$ cat config.mk
export PLATFORM = sky130hd
export DESIGN_NAME = alu_cmd_sequencer
export DESIGN_NICKNAME = d
export VERILOG_FILES = /design/src/rtl/alu_cmd_sequencer.sv
export SDC_FILE = /design/constraint.sdc
export NUM_CORES = 1
export LEC_CHECK = 0
export CORE_MARGIN = 3
export CORE_UTILIZATION = 59
export CTS_CLUSTER_SIZE = 8
export DETAILED_ROUTE_END_ITERATION = 16
export DONT_BUFFER_PORTS = 1
export HOLD_SLACK_MARGIN = 0.02
export PLACE_DENSITY = 0.77
export SETUP_SLACK_MARGIN = 0.15
export SYNTH_ARGS = -nofsm -noshare
export SYNTH_HDL_FRONTEND = slang
export SYNTH_SLANG_ARGS = --single-unit
$ cat constraint.sdc
create_clock -name clk -period 5.1 [get_ports clk]
set_clock_uncertainty 0.05 [all_clocks]
set_input_delay 0.51 -clock clk [delete_from_list [all_inputs] [get_ports clk]]
set_output_delay 0.51 -clock clk [all_outputs]
set_load 0.05 [all_outputs]
$ cat src/rtl/alu_cmd_sequencer.sv
// Command front end for the structural ALU: 4-entry register file,
// registered ALU operands and write-back of result and Z/N flags.
module alu_cmd_sequencer #(
  parameter int WIDTH = 16,
  parameter int NREG  = 4,
  localparam int AW   = $clog2(NREG)
) (
  input  logic             clk,
  input  logic             rst,
  input  logic             cmd_valid,
  output logic             cmd_ready,
  input  logic             cmd_kind,
  input  logic [2:0]       cmd_op,
  input  logic             cmd_cin,
  input  logic [AW-1:0]    cmd_dst,
  input  logic [AW-1:0]    cmd_src1,
  input  logic [AW-1:0]    cmd_src2,
  input  logic             cmd_imm_sel,
  input  logic [WIDTH-1:0] cmd_imm,
  output logic [WIDTH-1:0] alu_a,
  output logic [WIDTH-1:0] alu_b,
  output logic             alu_cin,
  output logic [2:0]       alu_op,
  input  logic [WIDTH-1:0] alu_w,
  input  logic             alu_z,
  input  logic             alu_n,
  output logic             res_valid,
  output logic [WIDTH-1:0] res_data,
  output logic             z_flag,
  output logic             n_flag,
  input  logic [AW-1:0]    rd_addr,
  output logic [WIDTH-1:0] rd_data
);

  typedef enum logic {IDLE, EXEC} state_t;

  state_t             state;
  logic [WIDTH-1:0]   rf [NREG];
  logic [AW-1:0]      dst_q;
  logic               kind_q;
  logic [WIDTH-1:0]   imm_q;
  logic [WIDTH-1:0]   wb_data;
  logic               wb_z;
  logic               wb_n;

  assign rd_data = rf[rd_addr];

  always_comb begin
    wb_data = alu_w;
    wb_z    = alu_z;
    wb_n    = alu_n;
    if (kind_q) begin
      wb_data = imm_q;
      wb_z    = (imm_q == '0);
      wb_n    = imm_q[WIDTH-1];
    end
  end

  always_ff @(posedge clk or posedge rst) begin
    if (rst) begin
      state     <= IDLE;
      cmd_ready <= 1'b1;
      for (int i = 0; i < NREG; i++) rf[i] <= '0;
      alu_a     <= '0;
      alu_b     <= '0;
      alu_cin   <= 1'b0;
      alu_op    <= '0;
      dst_q     <= '0;
      kind_q    <= 1'b0;
      imm_q     <= '0;
      res_valid <= 1'b0;
      res_data  <= '0;
      z_flag    <= 1'b0;
      n_flag    <= 1'b0;
    end else begin
      res_valid <= 1'b0;
      case (state)
        IDLE: begin
          if (cmd_valid) begin
            // operands sample the file before any write this edge
            alu_a     <= rf[cmd_src1];
            alu_b     <= cmd_imm_sel ? cmd_imm : rf[cmd_src2];
            alu_cin   <= cmd_cin;
            alu_op    <= cmd_op;
            dst_q     <= cmd_dst;
            kind_q    <= cmd_kind;
            imm_q     <= cmd_imm;
            state     <= EXEC;
            cmd_ready <= 1'b0;
          end
        end
        EXEC: begin
          rf[dst_q] <= wb_data;
          res_valid <= 1'b1;
          res_data  <= wb_data;
          z_flag    <= wb_z;
          n_flag    <= wb_n;
          state     <= IDLE;
          cmd_ready <= 1'b1;
        end
        default: begin
          state     <= IDLE;
          cmd_ready <= 1'b1;
        end
      endcase
    end
  end

endmodule

Yosys cells after proc, flatten, opt, wreduce, memory -nomap -nowiden
Index checks and enable logic that the tools add are counted.

cells by class
  bitwise operators = 5
  reduce and logical (&&, ||, !) cells = 3
  equality and inequality tests = 1
  mux-type cells = 21
  $lt $le $gt $ge = 5

operators with widths
  kind                                                                           count
  16-bit two-way mux                                                             9
  16-bit binary-select mux with 2-bit select                                     3
  64-bit bitwise mux                                                             1
  16-bit demux with 2-bit select                                                 1
  16-bit zero test                                                               1
  3-bit >= comparator (second input constant)                                    4
  2-bit inverter with 3-bit output                                               4
  1-bit two-way mux                                                              5
  1-bit case mux with 2 select lines                                             2
  3-bit by 1-bit less-than comparator with 1-bit output (second input constant)  1
  2-bit != test (second input constant)                                          1
  2-bit AND reduction                                                            1
  1-bit logical AND                                                              1
  1-bit inverter                                                                 1

word-level totals
  output and inout port bits = 72
  register bits after elaboration = 140

Depth between registers and ports, before layout
  depth after elaboration = 6
  depth in mapped cells = 5
  depth with buffers taken out = 3

Least setup slack after synthesis
Ideal clock, no wire load.

  kind = input to output
  start = input rd_addr[0]
  end = output rd_data[10]
  arrival time = 1.631 ns
  data required time = 4.540 ns
  stages on the path = 3
  buffers on the path = 2
  slack = 2.909 ns
  cells stage by stage = buf_2 -> buf_4 -> mux4_2

on the way
  word-level cells in the longest chain between the ends = 4

RTL lines
  item                                                    line  text
  start, declared                                         31    input logic [AW-1:0] rd_addr,
  2-bit inverter with 3-bit output (implied by the code)  46    assign rd_data = rf[rd_addr];
  16-bit binary-select mux with 2-bit select              46
  16-bit two-way mux (implied by the code) (2 in a row)   46
  end, declared                                           32    output logic [WIDTH-1:0] rd_data

No other way between the ends. The select of a mux whose other input is x is not followed.

==> flow_metrics.py <==
metrics = {
    "outcome": {
        "status": "finished clean",
    },
    "placement": {
        "dp_hpwl_mm": 10.4,
        "globalplace.congestion": 0.824,
        "numPortBuffers": 0,
    },
    "global_route": {
        "grt_pass1_wl_mm": 24.8,
        "grt_pass1_vias": 4199,
        "antenna_found_initial": 1,
        "grt.total_usage_pct": 26.2,
        "overflow": 0,
        "grt_max_degree": 79,
    },
    "pwr": {
        "ir_worst_vdd_uv": 271,
        "leakage_nw": 3.12,
        "power.density_nw_per_um2": 665,
    },
    "finish": {
        "nFillCells": 702,
        "final_layout_size_suffix_gt1_share_pct": 19.1,
        "nets": 546,
        "area_delta_synth_final_pct": 10.6,
    },
    "clocking": {
        "cts.sinks": 140,
        "cts_made_buffers": 17,
        "post_cts_resized": 0,
        "root_buffer": "clkbuf_8",
        "cts_tree": "done",
        "cts_htree_levels": 4,
        "cts_buffer_depth": 2,
        "clock_latency_ps": 530,
        "clkTransAtPathRegs_ps": 60,
    },
    "detailed_routing": {
        "post-route-drc-count": 0,
        "wl_per_cell_um": 24.2,
        "ant_nets": 0,
        "dr_wl_met2_mm": 7.08,
        "wl_met3_mm": 1.55,
        "first_pass_iters": 5,
        "drt_iter0_drc": 471,
        "drt_wl_total_mm": 15.6,
        "avgViaCountPerCell": 6.46,
        "highest-signal-layer": "met4",
        "vias": 4165,
        "met1Wirelength_mm": 6.58,
    },
    "critical_path": {
        "endpoint": "rf[47]$_DFFE_PP0P_",
        "startpoint_type": "flip-flop",
        "worst_path_max_delay_cell": "nand3b_1",
        "cp.required_ps": 5390,
        "critPathCaptureType": "flip-flop",
        "path_cells": "buf_4 -> nand3b_1 -> nand2_1 -> o21ai_0",
        "critPathMaxFanout": 43,
        "worstPathArrival_ps": 2690,
        "rr_startpoint": "state$_DFF_PP0_",
        "path_class": "flip-flop to flip-flop",
        "r2r_end": "rf[47]$_DFFE_PP0P_",
        "slowest_delay_ps": 940,
        "reg2reg_depth": 4,
        "rrSetupSlack_ps": 2700,
        "crit_start": "state$_DFF_PP0_",
    },
    "sta": {
        "rsz0062_at_grt": "false",
        "fmax_mhz": 417,
        "min_period_ps": 2400,
        "tns_ps": 0,
        "hold_viol_final": 0,
        "setup_viol": 0,
        "max-slew-margin-rel_pct": 14.7,
        "hold_ws_ps": 57.3,
        "tightest_slew_ps": 1280,
        "maxSlewViolCount": 0,
        "fin_crit_sh_pct": 47.0,
    },
    "worst_hold_path": {
        "min_path_type": "input pin to flip-flop",
        "hp-start": "cmd_imm[15]",
    },
    "yosys": {
        "synth_common_cells": "dfrtp_1 (139), a21oi_1 (49), nor2_1 (49)",
        "synth_top_area_share_pct": 52.7,
        "synth_cell_types": 28,
        "synth_edf_count": 0,
        "syn_nets": 562,
        "yosysTopAreaCell": "dfrtp_1",
        "syn_inst": 511,
        "yosysWarnings": 0,
        "yosys.cell_count.top_type": "dfrtp_1",
        "syn_area_um2": 6600,
        "ys_seq_elements": 140,
        "ys.flop_type": "dfrtp_1",
        "async_flop_share_pct": 100,
        "postSynthAreaPerCell_um2": 12.9,
        "ys_seq_area_share_pct": 53.1,
        "synth_area_leaders": "dfrtp_1 (53%), mux4_2 (14%), mux2i_1 (5.2%)",
    },
    "die": {
        "row_count": 37,
        "dieArea_um2": 12500,
        "fp.dieH_um": 112,
        "start_util_pct": 62.2,
        "core_area_um2": 10600,
        "die_w_um": 112,
        "io_pins": 123,
    },
    "job": {
        "max_cap_violations": 0,
    },
}
[where the power goes]
group / switching (mW) / internal (mW)
Sequential: 0.836 / 1.48
Clock: 0.467 / 0.946
Combinational: 0.607 / 0.514
[layout by cell type (no fill, tap or decap)]
master / n
inv_6: 1
o21ai_1: 27
mux2i_1: 34
a21o_1: 1
nor4_1: 3
dfstp_2: 1
diode_2: 1
clkbuf_16: 16
nand3_1: 2
mux4_2: 42
o21ai_0: 22
mux2_4: 10
mux2_1: 23
clkinv_4: 1
mux2_2: 6
nor2b_4: 1
mux4_1: 6
a21oi_1: 49
inv_1: 1
nor4b_1: 1
bufinv_16: 6
nor3b_4: 1
clkbuf_8: 5
clkbuf_1: 1
dfrtp_1: 139
clkinv_2: 1
nor2b_1: 1
buf_4: 4
dlygate4sd3_1: 1
nor2_1: 49
clkinvlp_4: 2
nand3b_1: 3
nand2_1: 48
[logic make-up (layout without fill, tap and decap cells)]
logic type	Yosys count	after routing	synth area share, %
muxes	121	121	29.1
DFF	140	140	53.1
AOI/OAI and AO/OA	99	99	7.55
buffers and inverters	42	39	3.38
and+or+nand+nor	109	109	6.81
other	0	1	0
[per-layer routing]
metal | vias to the layer above | track usage [%]
li1 | 1836 | -
met1 | 2113 | 36.9
met2 | 188 | 37.4
met3 | 28 | 9.24
met4 | 0 | 10.9
met5 | - | 0
[layout make-up]
cell class	count	area, um^2	area share (%)
clock inverter	10	209	2.86
clock buffer	22	473	6.48
sequential	140	3500	48.1
antenna	1	2.50	0.0343
multi-input combinational	329	2880	39.5
inverter	2	12.5	0.172
timing repair buffer	5	40.0	0.549
tap	136	170	2.33
[registers in the layout, summed over array words and instances (netlist names)]
register,cells
rf,64
alu_a,16
alu_b,16
imm_q,16
res_data,16
alu_op,3
dst_q,2
alu_cin,1
cmd_ready,1
kind_q,1
n_flag,1
res_valid,1
state,1
z_flag,1
[how the worst min path moves through the flow]
stage                                  endpoint  slack [ps]  depth (start not counted)
after floorplan             res_valid$_DFF_PP0_         390                          0
after global placement    imm_q[14]$_DFFE_PP0P_         440                          1
after detailed placement   imm_q[7]$_DFFE_PP0P_         460                          1
after CTS                 alu_op[2]$_DFFE_PP0P_          50                          1
after global routing      imm_q[15]$_DFFE_PP0P_          50                          1
final                     imm_q[15]$_DFFE_PP0P_          60                          1
[critical path, delay by kind of cell, from the launching register on]
kind                   cells  cell delay [ps]
flip-flops                 1              320
buffers and inverters      1              380
AO/OA/AOI/OAI              1              150
AND/OR/NAND/NOR            2             1290
[repair_timing]
action	in CTS	in global routing
buffers inserted	0	0
endpoints found under the hold margin	76	0
hold buffers	1	0
[per-stage QoR]
step                instances  total power [mW]  utilization (%)  cell area, um^2  setup WS (ps)
finish                    645              4.85             68.8             7290           2700
global route              645              5.04             68.8             7290           2350
CTS                       644              4.86             68.8             7290           2690
detailed placement        611              3.43             62.2             6600           2720
global placement          611              3.35             62.2             6600           2810
floorplan                 511              3.16                -             6600            789
(Power assumes the default switching activity.)
